File: config.mk
export PLATFORM = sky130hd
export DESIGN_NAME = poly_osc
export DESIGN_NICKNAME = d
export VERILOG_FILES = /design/src/rtl/poly_osc.sv
export SDC_FILE = /design/constraint.sdc
export NUM_CORES = 1
export LEC_CHECK = 0
export ABC_AREA = 1
export BUFFER_PORTS_ARGS = -buffer_cell sky130_fd_sc_hd__buf_2
export CORE_MARGIN = 8
export CORE_UTILIZATION = 32
export CTS_BUF_LIST = sky130_fd_sc_hd__clkbuf_16
export DETAILED_ROUTE_END_ITERATION = 7
export PLACE_DENSITY = 0.56
export SLEW_MARGIN = 10
export SYNTH_ARGS = -nofsm -noshare
export SYNTH_HDL_FRONTEND = slang
export SYNTH_SLANG_ARGS = --single-unit
File: constraint.sdc
create_clock -name clk_i -period 3.1 [get_ports clk_i]
set_clock_uncertainty 0.05 [all_clocks]
set_input_delay 0.31 -clock clk_i [delete_from_list [all_inputs] [get_ports clk_i]]
set_output_delay 0.31 -clock clk_i [all_outputs]
set_load 0.1 [all_outputs]
File: src/rtl/poly_osc.sv
// rtl/poly_osc.sv - multi-channel square/pulse oscillator with registered voice-count mix
// Define POLY_OSC_SHADOW_EN to sample period/duty only at start, wrap or sync (glitch-free).
module poly_osc #(
    parameter int NCH     = 4,
    parameter int CNT_BW  = 16,
    parameter int DUTY_BW = 8
) (
    input  logic                     clk_i,
    input  logic                     nrst_i,
    input  logic [NCH-1:0]           enable_i,
    input  logic [NCH*CNT_BW-1:0]    period_i,
    input  logic [NCH*DUTY_BW-1:0]   duty_i,
    input  logic                     sync_i,
    output logic [NCH-1:0]           wave_o,
    output logic [$clog2(NCH+1)-1:0] mix_o
);
    localparam int MIX_BW  = $clog2(NCH+1);
    localparam int PROD_BW = CNT_BW + DUTY_BW;

    typedef enum logic {
        ST_IDLE = 1'b0,
        ST_RUN  = 1'b1
    } state_t;

    for (genvar c = 0; c < NCH; c++) begin : g_ch
        logic [CNT_BW-1:0]  p_in;
        logic [DUTY_BW-1:0] d_in;
        logic [PROD_BW-1:0] prod;
        logic [CNT_BW-1:0]  t_in;
        logic [CNT_BW-1:0]  ta;
        logic [CNT_BW-1:0]  cnt_q;
        logic [CNT_BW-1:0]  cnt_d;
        logic [CNT_BW-1:0]  cnt_inc;
        logic               wave_q;
        logic               wave_d;
        logic               wrap;
        logic               restart;
        state_t             state_q;
        state_t             state_d;

        assign p_in    = period_i[c*CNT_BW +: CNT_BW];
        assign d_in    = duty_i[c*DUTY_BW +: DUTY_BW];
        assign prod    = PROD_BW'(p_in) * PROD_BW'(d_in);
        assign t_in    = prod[PROD_BW-1:DUTY_BW];
        assign cnt_inc = cnt_q + CNT_BW'(1);

`ifdef POLY_OSC_SHADOW_EN
        logic [CNT_BW-1:0] pa_q;
        logic [CNT_BW-1:0] ta_q;

        // A degenerate active period wraps every edge so a valid new period is picked up at once.
        assign wrap = (pa_q < CNT_BW'(2)) || (cnt_q == pa_q - CNT_BW'(1));
        assign ta   = ta_q;

        always_ff @(posedge clk_i or negedge nrst_i) begin
            if (!nrst_i) begin
                pa_q <= '0;
                ta_q <= '0;
            end else if (enable_i[c] && restart) begin
                pa_q <= p_in;
                ta_q <= t_in;
            end
        end
`else
        // Live tracking: shrinking the period below the current count wraps on the next edge.
        assign wrap = (p_in < CNT_BW'(2)) || (cnt_q >= p_in - CNT_BW'(1));
        assign ta   = t_in;
`endif

        assign restart = (state_q == ST_IDLE) || sync_i || wrap;

        always_ff @(posedge clk_i or negedge nrst_i) begin
            if (!nrst_i) begin
                state_q <= ST_IDLE;
            end else begin
                state_q <= state_d;
            end
        end

        always_comb begin
            state_d = state_q;
            case (state_q)
                ST_IDLE: if (enable_i[c]) state_d = ST_RUN;
                ST_RUN:  if (!enable_i[c]) state_d = ST_IDLE;
                default: state_d = ST_IDLE;
            endcase
        end

        always_comb begin
            cnt_d  = '0;
            wave_d = 1'b0;
            if (enable_i[c]) begin
                if (restart) begin
                    cnt_d  = '0;
                    wave_d = (t_in != '0);
                end else begin
                    cnt_d  = cnt_inc;
                    wave_d = (cnt_inc < ta);
                end
            end
        end

        always_ff @(posedge clk_i or negedge nrst_i) begin
            if (!nrst_i) begin
                cnt_q  <= '0;
                wave_q <= 1'b0;
            end else begin
                cnt_q  <= cnt_d;
                wave_q <= wave_d;
            end
        end

        assign wave_o[c] = wave_q;
    end

    logic [MIX_BW-1:0] pop;

    always_comb begin
        pop = '0;
        for (int c = 0; c < NCH; c++) begin
            pop = pop + MIX_BW'(wave_o[c]);
        end
    end

    always_ff @(posedge clk_i or negedge nrst_i) begin
        if (!nrst_i) begin
            mix_o <= '0;
        end else begin
            mix_o <= pop;
        end
    end
endmodule
After elaboration in Yosys (flattened, before gate mapping)
Index checks and enable logic that the tools add are counted.
- bits in registers: 75
- input bits: 103
- output and inout port bits: 7
- logic and storage cells: 80
- add/sub/neg operators: 11
- multiply operators: 4
- $lt $le $gt $ge: 12
- multiplexer cells: 20
- bitwise logic cells: 4
- reduce and logical (&&, ||, !) cells: 16
- operators by type and width (operator ; count):
    two-way mux 16 bit ; 8
    multiplier 16 x 8 -> 24 bit ; 4
    adder 16 x 1 -> 16 bit (second input constant) ; 4
    greater-or-equal comparator 16 bit ; 4
    < comparator 16 bit ; 4
    < comparator 16 x 2 -> 1 bit (second input constant) ; 4
    nonzero test 16 bit ; 4
    subtractor 16 x 1 -> 16 bit (second input constant) ; 4
    logical OR 1 bit ; 12
    two-way mux 1 bit ; 12
    inverter 1 bit ; 4
    adder 2 x 1 -> 3 bit ; 1
    adder 3 x 1 -> 3 bit ; 1
    adder 1 x 1 -> 2 bit ; 1

Longest topological paths before layout
- depth after elaboration: 6
- gate-level depth with buffers: 34
- depth with buffers taken out: 32

Least setup slack after synthesis
OpenSTA, ideal clock, no wires.
- path type: input port to flip-flop
- from: input duty_i[31]
- to: register g_ch[3].wave_q
- setup time: 0.071 ns
- arrival time: 5.318 ns
- data required time: 2.979 ns
- setup slack: -2.339 ns
- cell stages on the path: 30
- path buffers: 2
- path through: clkbuf_1 -> clkbuf_1 -> nand2_1 -> inv_1 -> fa_1 -> fa_1 -> fa_1 -> inv_1 -> fa_1 -> inv_1 -> ha_1 -> a21oi_1 -> a21boi_0 -> nor2_1 -> nor2_1 -> nand2_1 -> nand2_1 -> nand3_1 -> nand2_1 -> inv_1 -> ha_1 -> nand2_1 -> inv_1 -> nand3_1 -> a31oi_1 -> a2111oi_0 -> nand2_1 -> nand2_1 -> nand2_1 -> nor2_1
- cells in the longest elaborated chain, start to end: 4
- elaborated cells on any way between the ends: 5
- those cells by class: mul: 1; order compare: 1; mux: 2; reduce/logical: 1
- RTL lines (element ; line ; RTL):
    start, declared ; 12 ; input logic [NCH*DUTY_BW-1:0] duty_i,
    multiplier 16 x 8 -> 24 bit * ; 43 ; assign prod = PROD_BW'(p_in) * PROD_BW'(d_in);
    < comparator 16 bit or nonzero test 16 bit (tied branches) ; 98, 95 ;
    two-way mux 1 bit * ; 93 ; if (restart) begin
    two-way mux 1 bit * ; 92 ; if (enable_i[c]) begin
    named net g_ch[3].wave_d ; 35 ; logic wave_d;
    end signal, assigned ; 109 ; wave_q <= wave_d;
    end, declared ; 34 ; logic wave_q;
The timed path passes the listed nets; every way through them passes the cells marked *.

Final worst setup path
- from: input duty_i[29]
- to: register g_ch[3].wave_q
Same word-level chain as after synthesis.

==> results.toml <==
[global_route]
grt_max_degree = 44
grt_pass1_wl_mm = 118
first_global_vias = 24900
grt.overflow.total = 0
antenna_found_initial = 4
track_usage = 0.153

[timing]
period_minus_slack_ns = 4.90
achievable-frequency_ghz = 0.204
slew_viol_final = 0
setup_violations = 4
finalHoldViolCount = 0
fin_ws_ns = -1.80
tightest_slew_ns = 0.617
slew_headroom = 0.588
hold_slack_ns = 0.0843
fin_setup_tns_ns = -6.80
min_period_over_period = 1.58
rsz0062_at_grt = "true"

[power]
p_clk_frac = 0.042
power.leakage_uw = 0.0208
power.total_uw = 27700
seq_power_share = 0.036
peakVddDrop_v = 0.000543
p_comb_frac = 0.922
power_density_mw_per_mm2 = 793
power.switching_uw = 13800
sw_frac_of_total = 0.497
internal_power_uw = 13900

[worst_setup_path]
crit_family = "adder cells"
critical_path_arrival_ns = 5.12
critPathMaxStageDelay_ns = 0.50
crit_slowest_cell = "fa_1"
worst-path-buf-inv = 9
crit_top_cell = "nand2_1"
cp.required_ns = 3.31
crit_path_end_kind = "register"
critical_path_peak_fanout = 5
critPathLaunchType = "input port"
critPathKind = "in2reg"

[floorplanning]
die_w_microns = 300
die_area_sq_mm = 0.0898
coreArea_sq_mm = 0.0800
start_util = 0.322
rows = 104
die_h_microns = 300
io_pins = 110

[synthesis]
synth_seq_cells = 75
synth_xor_area_frac = 0.0421
syn_area_sq_mm = 0.0257
synth_top_family_by_area = "adder cells"
yosysTopAreaCell = "fa_1"
synth_edf_count = 0
synth_most_common_cell = "inv_1"
ys_warn_count = 0
synth.mux.area_fraction = 0
synthAdderAreaFrac = 0.404
synthTopCellsByCount = "1083 x inv_1, 1041 x nand2_1, 333 x fa_1, 298 x ha_1, 263 x nor2_1"
syn_inst = 3842
yosys-top-cells-area = "fa_1 26%, inv_1 16%, nand2_1 15%"
ys.flop_type = "dfrtp_1"
synth_top_area_frac = 0.259
yosysUniqueCellTypes = 48
syn_nets = 4576
syn_area_per_cell_sq_um = 6.70
synth-compound-area-share = 0.0465
ys_seq_area_frac = 0.0729
ys_async_sr_fraction = 1.00
synth-simple-area-share = 0.255

[routing]
drt-total-wl_mm = 69.4
drc = 0
ant_nets = 0
first_pass_iters = 7
avgViaCountPerCell = 4.37
via_count = 24000
drt-initial-drc-count = 905
wl_per_cell_microns = 12.6

[clock_network]
clock_sinks = 75
insertion_delay_ns = 0.34
cts_buffers = 9
htree_levels = 3
clkTransAtPathRegs_ns = 0.06
cts_root_buf = "clkbuf_16"
cts_tree = "done"
clockBufferDepth = 2

[final_layout]
drive_gt1_frac = 0.275
fillers = 8183
finalNetCount = 5162
fin_area_sq_mm = 0.0349
final_core_utilization = 0.436
syn_to_final_growth_pct = 35.7

[min_path]
min_path_type = "in2reg"

[run]
maxCapViolCount = 0

[status]
status = "finished with violations"
violations = "negative setup slack"

[placement]
place.gp.congestion = 0.858
io_buffers = 109
dpl_cell_area_sq_mm = 0.0320
hpwlAfterDp_mm = 58.9
==> worst register-to-register path: cells and delay by family, from the launching register on <==
family,cells,cell delay [ns]
and+or+nand+nor,14,1.60
adders and majority gates,2,0.51
DFF,1,0.47
xor gates and xnor gates,1,0.35
buffers and inverters,3,0.23
==> logic make-up (layout without fill, tap and decap cells) <==
logic type,after synthesis,after routing
AOI/OAI and AO/OA,210,210
xor gates and xnor gates,122,122
adders and majority gates,631,631
buffers and inverters,1222,1812
DFF,75,75
other,0,1
and+or+nand+nor,1582,1582
==> per-layer routing <==
metal	track usage	share of wire	vias up
met5	0	0.00039	-
met4	0.0205	0.013	4
met3	0.0151	0.024	51
met2	0.268	0.48	254
met1	0.209	0.48	11300
li1	-	-	12400
==> power groups by stage <==
stage	registers [uW]	logic, uW	clock network, uW
finish	1000	25500	1170
global route	1010	28600	1250
CTS	1000	24200	1220
detailed placement	1020	22100	0
global placement	1020	21900	0
floorplan	1060	14000	0
==> worst paths after layout <==
kind	startpoint	cells after the start	slack, ns	end
worst min register to register	g_ch[2].cnt_q[0]	1	0.50	g_ch[2].cnt_q[0]
worst max register to register	g_ch[0].cnt_q[0]	20	-0.21	g_ch[0].wave_q
max in group asynchronous	nrst_i	3	1.83	g_ch[1].cnt_q[11]
min in group asynchronous	nrst_i	2	0.46	mix_o[1]
worst max-delay path	duty_i[29]	32	-1.80	g_ch[3].wave_q
worst min-delay path	enable_i[3]	1	0.08	g_ch[3].state_q
==> cells in the final DEF, fill, tap and decap left out, drive strengths merged, types with 3 or more instances in the layout <==
cell     netlist  routed
nand4         39      39
xnor2         36      36
inv         1092    1095
nor4          12      12
o21bai        13      13
o21a           5       5
buf           21     701
nand2       1044    1044
nand3        121     121
and3           6       6
a211oi         8       8
o21ai         34      34
xor2          86      86
ha           298     298
clkbuf       109      12
and2          11      11
a31oi          4       4
dfrtp         75      75
nor3          48      48
nand3b        18      18
a21o          13      13
a21boi         4       4
a2111oi        3       3
fa           333     333
nor2         273     273
a21oi        122     122
or2            8       8
==> final cells by class <==
cell class | instances | area [sq um] | share of cell area
clock buffer | 9 | 225 | 0.00645
tap | 1060 | 1330 | 0.0380
sequential | 75 | 1880 | 0.0537
multi-input combinational | 2545 | 21600 | 0.617
inverter | 1092 | 4110 | 0.118
timing repair buffer | 705 | 5720 | 0.164
antenna | 1 | 2.50 | 0.0000717
clock inverter | 6 | 97.6 | 0.00279
==> sequential cells by signal, summed over array words and instances (netlist names) <==
signal	count
g_ch.cnt_q	64
g_ch.state_q	4
g_ch.wave_q	4
mix_o	3
==> stage by stage <==
stage                     std cells  worst slack [ns]
after floorplan                3842             -1.87
after global placement         5408             -2.42
after detailed placement       5408             -2.45
after CTS                      5476             -1.76
after global routing           5492             -2.07
final                          5493             -1.80
==> repair_timing <==
action | 4_1_cts | 5_1_grt
cloned | 0 | 2
resized for setup | 264 | 290
hold endpoints to repair | 41 | 0
setup buffers | 53 | 16
pin swaps | 170 | 165
hold buffers | 1 | 0
setup endpoints to repair | 42 | 67
No activity file was read; power rests on OpenSTA's default activity.
